$ cat src/rtl/fp_link_pkg.sv
// Shared types and constants for the byte-serial FP multiplier link.
package fp_link_pkg;
   typedef enum logic [2:0] {
      S_IDLE,
      S_SEND,
      S_WAIT,
      S_COLLECT,
      S_DONE
   } state_e;

   localparam int          OPERAND_BYTES = 16;
   localparam int          RESULT_BYTES  = 8;
   localparam logic [63:0] QNAN_DEFAULT  = 64'h7FF8_0000_0000_0000;
endpackage

$ cat src/rtl/fp_link_watchdog.sv
// Saturating idle-cycle watchdog; expired once TIMEOUT enabled cycles elapse.
module fp_link_watchdog #(
   parameter int TIMEOUT = 64
) (
   input  logic clk_i,
   input  logic rst_ni,
   input  logic clear_i,
   input  logic enable_i,
   output logic expired_o
);
   localparam int             W     = $clog2(TIMEOUT + 1);
   localparam logic [W-1:0]   LIMIT = W'(TIMEOUT);

   logic [W-1:0] cnt_q, cnt_d;

   // Clear wins; otherwise count up and stop at the limit (never wraps).
   always_comb begin
      cnt_d = cnt_q;
      if (clear_i)
         cnt_d = '0;
      else if (enable_i && (cnt_q != LIMIT))
         cnt_d = cnt_q + W'(1);
   end

   // Counter register.
   always_ff @(posedge clk_i or negedge rst_ni) begin
      if (!rst_ni) cnt_q <= '0;
      else         cnt_q <= cnt_d;
   end

   assign expired_o = (cnt_q == LIMIT);
endmodule

$ cat src/rtl/fp_mult_link.sv
// Serialises two doubles LSB-first to a byte-serial multiplier and
// reassembles the 8-byte product, with a watchdog abort returning QNAN.
module fp_mult_link
   import fp_link_pkg::*;
#(
   parameter int          TIMEOUT = 64,
   parameter logic [63:0] QNAN    = QNAN_DEFAULT
) (
   input  logic        clk_i,
   input  logic        rst_ni,
   input  logic        op_valid_i,
   output logic        op_ready_o,
   input  logic [63:0] op_a_i,
   input  logic [63:0] op_b_i,
   output logic        mul_reset_o,
   output logic        mul_enable_o,
   output logic [7:0]  mul_data_o,
   input  logic        mul_ready_i,
   input  logic [7:0]  mul_data_in_i,
   output logic        res_valid_o,
   input  logic        res_ready_i,
   output logic [63:0] res_data_o,
   output logic        res_timeout_o
);
   state_e        state_q, state_d;
   logic          op_ready_q, op_ready_d;
   logic          mul_reset_q, mul_reset_d;
   logic          mul_enable_q, mul_enable_d;
   logic [7:0]    mul_data_q, mul_data_d;
   logic          res_valid_q, res_valid_d;
   logic [63:0]   res_data_q, res_data_d;
   logic          res_timeout_q, res_timeout_d;
   logic [127:0]  opnd_q, opnd_d;
   logic [4:0]    cnt_q, cnt_d;
   logic          started_q;
   logic          wd_active, wd_expired;

   // Watchdog runs only while awaiting result bytes; every result byte rearms it.
   assign wd_active = (state_q == S_WAIT) || (state_q == S_COLLECT);

   fp_link_watchdog #(.TIMEOUT(TIMEOUT)) u_wd (
      .clk_i     (clk_i),
      .rst_ni    (rst_ni),
      .clear_i   (!wd_active || mul_ready_i),
      .enable_i  (wd_active),
      .expired_o (wd_expired)
   );

   // Next-state and registered-output logic.
   always_comb begin
      state_d       = state_q;
      op_ready_d    = 1'b0;
      mul_reset_d   = !started_q;   // hold multiplier reset one cycle past release
      mul_enable_d  = 1'b0;
      mul_data_d    = mul_data_q;
      res_valid_d   = res_valid_q;
      res_data_d    = res_data_q;
      res_timeout_d = res_timeout_q;
      opnd_d        = opnd_q;
      cnt_d         = cnt_q;
      unique case (state_q)
         S_IDLE: begin
            op_ready_d = 1'b1;
            if (op_valid_i && op_ready_q) begin
               // Byte 0 goes out on the edge that accepts the operands.
               op_ready_d   = 1'b0;
               mul_enable_d = 1'b1;
               mul_data_d   = op_a_i[7:0];
               opnd_d       = {8'h00, op_b_i, op_a_i[63:8]};
               cnt_d        = 5'd1;
               state_d      = S_SEND;
            end
         end
         S_SEND: begin
            if (cnt_q == 5'(OPERAND_BYTES)) begin
               cnt_d   = '0;
               state_d = S_WAIT;
            end else begin
               mul_enable_d = 1'b1;
               mul_data_d   = opnd_q[7:0];
               opnd_d       = {8'h00, opnd_q[127:8]};
               cnt_d        = cnt_q + 5'd1;
            end
         end
         S_WAIT: begin
            if (mul_ready_i) begin
               res_data_d[7:0] = mul_data_in_i;
               cnt_d           = 5'd1;
               state_d         = S_COLLECT;
            end else if (wd_expired) begin
               mul_reset_d   = 1'b1;
               res_data_d    = QNAN;
               res_timeout_d = 1'b1;
               res_valid_d   = 1'b1;
               state_d       = S_DONE;
            end
         end
         S_COLLECT: begin
            if (mul_ready_i) begin
               res_data_d[{cnt_q[2:0], 3'b000} +: 8] = mul_data_in_i;
               if (cnt_q == 5'(RESULT_BYTES - 1)) begin
                  res_valid_d   = 1'b1;
                  res_timeout_d = 1'b0;
                  cnt_d         = '0;
                  state_d       = S_DONE;
               end else begin
                  cnt_d = cnt_q + 5'd1;
               end
            end else if (wd_expired) begin
               mul_reset_d   = 1'b1;
               res_data_d    = QNAN;
               res_timeout_d = 1'b1;
               res_valid_d   = 1'b1;
               cnt_d         = '0;
               state_d       = S_DONE;
            end
         end
         S_DONE: begin
            // Late result bytes keep us here so they never leak into the next op.
            if (res_valid_q && res_ready_i)
               res_valid_d = 1'b0;
            if ((!res_valid_q || res_ready_i) && !mul_ready_i) begin
               res_valid_d = 1'b0;
               op_ready_d  = 1'b1;
               state_d     = S_IDLE;
            end
         end
         default: state_d = S_IDLE;
      endcase
   end

   // State and output registers.
   always_ff @(posedge clk_i or negedge rst_ni) begin
      if (!rst_ni) begin
         state_q       <= S_IDLE;
         op_ready_q    <= 1'b0;
         mul_reset_q   <= 1'b1;
         mul_enable_q  <= 1'b0;
         mul_data_q    <= '0;
         res_valid_q   <= 1'b0;
         res_data_q    <= '0;
         res_timeout_q <= 1'b0;
         opnd_q        <= '0;
         cnt_q         <= '0;
         started_q     <= 1'b0;
      end else begin
         state_q       <= state_d;
         op_ready_q    <= op_ready_d;
         mul_reset_q   <= mul_reset_d;
         mul_enable_q  <= mul_enable_d;
         mul_data_q    <= mul_data_d;
         res_valid_q   <= res_valid_d;
         res_data_q    <= res_data_d;
         res_timeout_q <= res_timeout_d;
         opnd_q        <= opnd_d;
         cnt_q         <= cnt_d;
         started_q     <= 1'b1;
      end
   end

   assign op_ready_o    = op_ready_q;
   assign mul_reset_o   = mul_reset_q;
   assign mul_enable_o  = mul_enable_q;
   assign mul_data_o    = mul_data_q;
   assign res_valid_o   = res_valid_q;
   assign res_data_o    = res_data_q;
   assign res_timeout_o = res_timeout_q;
endmodule

$ cat config.mk
export PLATFORM = sky130hd
export DESIGN_NAME = fp_mult_link
export DESIGN_NICKNAME = d
export VERILOG_FILES = /design/src/rtl/fp_link_pkg.sv /design/src/rtl/fp_link_watchdog.sv /design/src/rtl/fp_mult_link.sv
export SDC_FILE = /design/constraint.sdc
export NUM_CORES = 1
export LEC_CHECK = 0
export BUFFER_PORTS_ARGS = -buffer_cell sky130_fd_sc_hd__buf_4
export CAP_MARGIN = 20
export CORE_ASPECT_RATIO = 0.75
export CORE_UTILIZATION = 50
export CTS_BUF_LIST = sky130_fd_sc_hd__clkbuf_8
export DETAILED_ROUTE_END_ITERATION = 10
export PLACE_DENSITY = 0.76
export REMOVE_ABC_BUFFERS = 1
export SYNTH_ARGS = -nofsm -noshare
export SYNTH_HDL_FRONTEND = slang
export SYNTH_SLANG_ARGS = --single-unit
export TNS_END_PERCENT = 10
$ cat constraint.sdc
create_clock -name clk_i -period 7.4 [get_ports clk_i]
set_input_delay 1.48 -clock clk_i [delete_from_list [all_inputs] [get_ports clk_i]]
set_output_delay 1.48 -clock clk_i [all_outputs]
set_load 0.01 [all_outputs]
# --- Word level (Yosys, flattened, before mapping) ---
# Cells that the tools add are included.
word_totals:
  out_inout_bits: 77
  register_bits: 221
  input_bits: 141
  wordCells: 109
op_classes:
  shift: 2
  mux: 50
  n_addsub: 3
  eq_ne: 17
  reduce_logical: 24
op_table:
  columns: ["operator", "count"]
  rows:
  - ["$mux W128", 2]
  - ["$pmux W128 S2", 1]
  - ["$mux W64", 2]
  - ["$pmux W64 S2", 1]
  - ["$bwmux W64", 1]
  - ["$shift A8 B8 Y64 const A", 1]
  - ["$shiftx A8 B8 Y64", 1]
  - ["$mux W56", 1]
  - ["$mux W5", 6]
  - ["$mux W8", 3]
  - ["$mux W3", 7]
  - ["$pmux W5 S4", 1]
  - ["$mux W1", 17]
  - ["$pmux W8 S2", 1]
  - ["$pmux W3 S5", 1]
  - ["$mux W7", 2]
  - ["$ne A2 B2 Y1 const B", 6]
  - ["$reduce_and A4 Y1", 3]
  - ["$neg A6 Y8", 1]
  - ["$add A7 B1 Y7 const B", 1]
  - ["$eq A7 B7 Y1 const B", 1]
  - ["$ne A7 B7 Y1 const B", 1]
  - ["$eq A3 B2 Y1 const B", 2]
  - ["$ne A3 B2 Y1 const B", 2]
  - ["18 further kinds", 31]

# --- Depth between registers and ports, before layout ---
# Gate-level depths: netlist (run 1).
depth:
  word_depth: 5
  ltp_mapped: 10
  depth_no_buf: 7

# --- Hierarchy ---
# A second synthesis (run 1) with hierarchy kept.
unflattened:
  hier_cells: 1026
  area_unflattened_um2: 9520.4
by_module_without_submodules:
  columns: ["module", "instances", "seq_area_each_um2", "cells_per_inst", "area_per_inst_um2"]
  rows:
  - ["fp_mult_link", 1, 5156.2, 980, 9082.5]
  - ["fp_link_watchdog", 1, 175.2, 46, 437.9]

# --- Worst setup path before layout (run 1) ---
# Ideal clock, no wire load.
synth_path:
  path_type: "input port to flip-flop"
  start: "input port mul_ready_i"
  end: "register res_data_q[10] (netlist: res_data_o[10])"
  path_buffers: 1
  setup_time_ns: 0.122
  cell_stages: 5
  arrival_ns: 2.590
  path_slack_ns: 4.688
  t_required_ns: 7.278
  cell_sequence: "or3b_1 > buf_2 > nor3_4 > nor2_1 > a32o_1"
synth_via:
  elab_chain_len: 2
  word_cells_on_any_way: 4
  cone_classes: "eq/ne: 1; mux: 2; reduce/logical: 1"
synth_lines:
  columns: ["item", "line_no", "text"]
  rows:
  - ["start, declared", "fp_mult_link.sv:18", "input logic mul_ready_i,"]
  - ["$mux W64 or $ne A2 B2 Y1 (tied branches)", null, null]
  - ["$pmux W64 S2 or $reduce_and A2 Y1 (tied branches)", null, null]
  - ["end signal, assigned", "fp_mult_link.sv:153", "res_data_q <= res_data_d;"]
  - ["end, declared", "fp_mult_link.sv:31", "logic [63:0] res_data_q, res_data_d;"]
# Parallel ways exist; a longest one is shown, timed or not.
# A chain may end at the register's enable or synchronous reset.

# --- Worst setup path in the final report (run 1) ---
layout_path:
  start: "input port op_valid_i"
  end: "register opnd_q[69]"
layout_via:
  elab_chain_len: 3
layout_lines:
  columns: ["item", "line_no", "text"]
  rows:
  - ["start, declared", "fp_mult_link.sv:11", "input logic op_valid_i,"]
  - ["$logic_and A1 B1 Y1", "fp_mult_link.sv:64", "if (op_valid_i && op_ready_q) begin"]
  - ["$ne A2 B2 Y1 (no source line)", null, null]
  - ["$reduce_and A3 Y1 (no source line)", null, null]
  - ["end signal, assigned", "fp_mult_link.sv:155", "opnd_q <= opnd_d;"]
  - ["end, declared", "fp_mult_link.sv:33", "logic [127:0] opnd_q, opnd_d;"]
# No other way between the ends.

==> impl_metrics.tcl, run 1 <==
set metrics [dict create \
    vias_per_cell 5.39 \
    rows 43 \
    finalMaxSlewViolations 0 \
    synth_edf_count 0 \
    drt_first_pass_iters 5 \
    cts_root_buf "clkbuf_8" \
    numClockSinks 213 \
    critPathTopFamily "buffers and inverters" \
    ys_seq_area_share_pct 54.3 \
    p_per_area_nw_per_um2 436 \
    drv_cap 0 \
    cts.hold.buffers_added 0 \
    peakVddDrop_mv 0.373 \
    h-tree-depth 2 \
    cts_tree "built" \
    hold_path.class "flop to flop" \
    die_area_um2 20200 \
    synth-simple-area-share_pct 10.2 \
    start_kind "primary input" \
    synthXorXnorAreaFrac_pct 0.624 \
    place_hpwl_mm 15.2 \
    design_area_um2 12000 \
    cts_buffers 35 \
    status "complete, no violations" \
    hold_slack_ps 372 \
    final_hold_viol_count 0 \
    diodes 0 \
    syn_inst 846 \
    clk_latency_ps 510 \
    wl_mm 22.5 \
    numPortBuffers 217 \
    critPathMaxStageDelay_ps 720 \
    antenna_found_initial 0 \
    worst-path-buf-inv 3 \
    synth_ff_type "dfrtp_1" \
    combPwrFrac_pct 43.8 \
    final_util_pct 63.8 \
    p_clk_share_pct 18.6 \
    synth_cell_types 59 \
    clk_pin_slew_ps 60 \
    core_region_area_um2 18900 \
    fin_skew_ps 13.4 \
    grt_pass1_wl_mm 35.4 \
    gp_congestion 0.794 \
    synthMuxAreaShare_pct 12.4 \
    switchingPower_mw 2.04 \
    avgSynthCellArea_um2 11.6 \
    syn_area_um2 9820 \
    ys_warn_count 0 \
    p_leak_nw 5.76 \
    drive_gt1_share_pct 31.2 \
    synth-async-reset-ratio_pct 100 \
    post-route-drc-count 0 \
    cts-resized-gates 0 \
    postPlaceCellArea_um2 11400 \
    grt_overflow_total 0 \
    crit_fanout 139 \
    fin_cells 1317 \
    criticalPathCategory "primary input to flop" \
    cts_max_path_buffers 3 \
    yosys.area_share.adder_pct 0.764 \
    cts_setup_buffers 0 \
    crit_path_frequent_cell "buf_4" \
    crit_chain "buf_4, nand2_1, nor2b_1, a21oi_4, inv_6, buf_4, nor2_1, a21oi_1" \
    dp_cells 1253 \
    wire_per_inst_um 17.1 \
    worstPathRequired_ps 7820 \
    ant_nets 0 \
    mostFrequentLayoutCell "buf_4" \
    max_slew_margin_pct 31.1 \
    sw_frac_of_total_pct 38.9 \
    drtIter0Drc 556 \
    vias 7097 \
    dieHeight_um 123 \
    ios 218 \
    synth_compound_area_share_pct 16.6 \
    cp-end-kind "flop" \
    max_freq_mhz 279 \
    initial_core_util_pct 52.0 \
    fp.dieW_um 164 \
    setup_viol 0 \
    first_global_vias 6716 \
    ys_seq_elements 213 \
    fin_crit_sh_pct 48.4 \
    synth_top_family_by_area "compound AO/OA/AOI/OAI gates" \
    cp_slowest_cell "inv_6" \
    grt_max_degree 140 \
    worst_pin_slew_ps 1030 \
    grt_setup_unrepaired "false" \
    arrival_ps 4010 \
    track_usage_pct 22.4 \
    p_int_mw 3.21 \
    final_nets 1190 \
    layout_common_cells "220 x buf_4, 212 x dfrtp_1, 124 x nor2_1" \
    seqPwrFrac_pct 37.6 \
    period_minus_slack_ps 3580 \
    area_growth_pct 22.7 \
]
## routing by layer
metal / wire length, um / GRT usage, %
met5: 0 / 0
met4: 323 / 6.02
met2: 10100 / 32.9
met3: 1320 / 4.60
met1: 10800 / 33.5
## flip-flops by register name, indices dropped and copies added, names as in the netlist
| register | count |
|---|---|
| cnt_q | 5 |
| mul_data_o | 8 |
| mul_enable_o | 1 |
| mul_reset_o | 1 |
| op_ready_o | 1 |
| opnd_q | 120 |
| res_data_o | 64 |
| res_timeout_o | 1 |
| res_valid_o | 1 |
| started_q | 1 |
| state_q | 3 |
| u_wd.cnt_q | 7 |
## per-stage QoR
stage / total power, mW / worst slack, ps / TNS (ps)
finish: 5.25 / 3820 / 0
global route: 5.65 / 3520 / 0
CTS: 5.30 / 3810 / 0
detailed placement: 4.30 / 3270 / 0
global placement: 4.22 / 3430 / 0
floorplan: 3.83 / -2150 / -269700
## path summary, 6_finish.rpt
path	cells after the start	slack, ps	from	to
min in group asynchronous	1	1040	rst_ni	opnd_q[58]
hold reg to reg	1	370	started_q	mul_reset_o
setup / recovery	8	3820	op_valid_i	opnd_q[69]
hold / removal	1	370	started_q	mul_reset_o
setup reg to reg	8	3980	cnt_q[0]	opnd_q[69]
max in group asynchronous	2	4860	rst_ni	opnd_q[98]
## power groups by stage
| stage | clock, mW | sequential, mW | combinational [mW] |
|---|---|---|---|
| after CTS | 1.01 | 1.97 | 2.32 |
| final | 0.975 | 1.97 | 2.30 |
| after global routing | 1.05 | 2.03 | 2.56 |
| after detailed placement | 0 | 1.99 | 2.31 |
| after global placement | 0 | 1.98 | 2.24 |
| after floorplan | 0 | 1.98 | 1.86 |
## cell families (layout without fill, tap and decap cells)
logic type	after synthesis	in the layout
AO/OA/AOI/OAI	228	228
flip-flops	213	213
AND/OR/NAND/NOR	195	195
multiplexers	122	122
buffers and inverters	74	298
XOR/XNOR	7	7
adder cells (fa/ha/maj)	6	6
other	1	1
## Yosys cell counts (all sizes together), types with 2 or more instances
cell / instances / area (um^2)
nor2b: 3 / 18.8
o22a: 7 / 61.3
a32o: 8 / 80.1
dfrtp: 212 / 5310
nand4bb: 2 / 22.5
a21oi: 128 / 764
a21o: 3 / 22.5
xnor2: 3 / 26.3
nor3: 7 / 57.6
nor2: 137 / 547
nor4: 6 / 97.6
a2bb2oi: 3 / 45.0
o21ba: 2 / 20.0
nand2b: 5 / 31.3
o21ai: 8 / 40.0
or3b: 2 / 17.5
nand2: 11 / 41.3
nand3: 8 / 40.0
o21bai: 2 / 15.0
a22o: 56 / 490
ha: 6 / 75.1
clkbuf: 9 / 33.8
mux2i: 122 / 1220
and4: 2 / 17.5
inv: 12 / 50.1
buf: 53 / 414
and3: 4 / 25.0
or2b: 2 / 15.0
o31ai: 2 / 15.0
xor2: 4 / 35.0
## layout make-up
class,instances,area (um^2)
fillers,1552,6840
flip-flops and latches,213,5330
multi-input cells,559,4000
repair buffers,222,1690
clock buffers,41,564
well taps,247,309
clock inverters,23,109
inverters,12,50.0
Power figures use the tool's default switching activity.
==> run 2, diff against run 1 <==
==> constraint.sdc (replaced) <==
create_clock -name clk_i -period 3.5 [get_ports clk_i]
set_input_delay 0.7 -clock clk_i [delete_from_list [all_inputs] [get_ports clk_i]]
set_output_delay 0.7 -clock clk_i [all_outputs]
set_load 0.01 [all_outputs]
==> impl_metrics.tcl, run 2 (synthesis gave the netlist of run 1 again) <==
set metrics [dict create \
    max_freq_mhz 377 \
    numPortBuffers 217 \
    h-tree-depth 2 \
    drv_cap 0 \
    antenna_found_initial 0 \
    setup_viol 0 \
    r2r_start "state_q[1]" \
    multi_input_area_um2 4000 \
    postPlaceCellArea_um2 11500 \
    area_growth_pct 23.5 \
    grt_pass1_wl_mm 35.6 \
    p_per_area_nw_per_um2 924 \
    cts-resized-gates 0 \
    critPathLaunch "state_q[1]" \
    criticalPathCategory "flop to flop" \
    hold_path.class "primary input to async pin" \
    vias 7009 \
    cts_max_path_buffers 3 \
    ios 218 \
    finalMaxSlewViolations 0 \
    clk_pin_slew_ps 60 \
    post-route-drc-count 0 \
    grt_max_degree 124 \
    first_global_vias 6869 \
    final_hold_viol_count 0 \
    period_minus_slack_ps 2650 \
    vias_per_cell 5.32 \
    worst_pin_slew_ps 911 \
    gp_congestion 0.773 \
    cts_root_buf "clkbuf_8" \
    drtIter0Drc 495 \
    die_area_um2 20200 \
    ant_nets 0 \
    initial_core_util_pct 52.0 \
    fin_skew_ps 19.6 \
    dieHeight_um 123 \
    regArea_um2 5330 \
    r2r_end "opnd_q[93]" \
    worstPathRequired_ps 3920 \
    crit_fanout 77 \
    design_area_um2 12100 \
    mostFrequentLayoutCell "buf_4" \
    regMostFlops "opnd_q" \
    numClockSinks 213 \
    cts_tree "built" \
    p_leak_nw 5.81 \
    wl_mm 22.2 \
    track_usage_pct 22.5 \
    layout_common_cells "220 x buf_4, 212 x dfrtp_1, 124 x nor2_1" \
    max_slew_margin_pct 39.2 \
    fill_cells 1545 \
    final_util_pct 64.2 \
    start_kind "flop" \
    diodes 0 \
    clk_latency_ps 510 \
    cts_buffers 35 \
    grt_overflow_total 0 \
    reg2reg_depth 7 \
    cp-end-kind "flop" \
    rows 43 \
    status "complete, no violations" \
    r2r_slack_ps 850 \
    arrival_ps 3070 \
    drive_gt1_share_pct 31.5 \
    final_nets 1195 \
    cts_setup_buffers 0 \
    core_region_area_um2 18900 \
    place_hpwl_mm 15.2 \
    largest_register_ffs 120 \
    wire_per_inst_um 16.8 \
    cts.hold.buffers_added 0 \
    fp.dieW_um 164 \
    grt_setup_unrepaired "false" \
    fin_crit_sh_pct 75.7 \
    drt_first_pass_iters 4 \
    peakVddDrop_mv 0.864 \
]
run 2: changes by cell type in the layout (fill, tap and decap cells not counted):
cell,before,now
buf_12,1,6
clkbuf_8,42,43
clkinv_2,6,7
clkinvlp_4,4,0
inv_1,24,22
run 2: cell type report:
class | instances | share of cell area (%)
clock buffer | 42 | 4.77
clock inverter | 18 | 0.629
inverter | 12 | 0.413
multi-input combinational | 559 | 33.0
sequential | 213 | 44.0
tap | 247 | 2.55
timing repair buffer | 227 | 14.7
run 2: layer usage:
| metal | part of all wire, % | track usage (%) | vias to the layer above |
|---|---|---|---|
| met5 | 0 | 0 | - |
| met1 | 48 | 32.8 | 3381 |
| li1 | - | - | 3437 |
| met4 | 1.1 | 6.54 | 0 |
| met3 | 6.8 | 5.27 | 22 |
| met2 | 45 | 33.5 | 169 |
run 2: where the power goes:
group	switching (mW)	internal [mW]	total (mW)
clock	0.958	1.09	2.04
sequential	0.625	3.52	4.14
combinational	2.73	2.30	5.03
run 2: through the flow:
stage               hold slack [ps]  power, mW  setup WS [ps]  cells  TNS [ps]
floorplan                       356       6.84          -6050    784   -804000
detailed placement              365       9.22            808   1258         0
CTS                             226       11.3            881   1318         0
global route                    239       12.1            623   1318         0
global placement                362       9.07            909   1258         0
finish                          222       11.2            849   1318         0
run 2: how the worst max path moves through the flow:
stage	to	depth (start not counted)
2_1_floorplan	mul_data_o[0]	5
3_3_place_gp	opnd_q[48]	8
3_5_place_dp	opnd_q[48]	8
4_1_cts	opnd_q[93]	7
5_1_grt	opnd_q[93]	7
6_report	opnd_q[93]	7
run 2: worst max-delay path, stage by stage (launching register included):
cell and delay [ps]:
dfrtp_1 550, nor3_1 220, nor2b_1 620, a21oi_4 150, inv_6 470, buf_4 330
nor2_1 60, a21oi_1 120
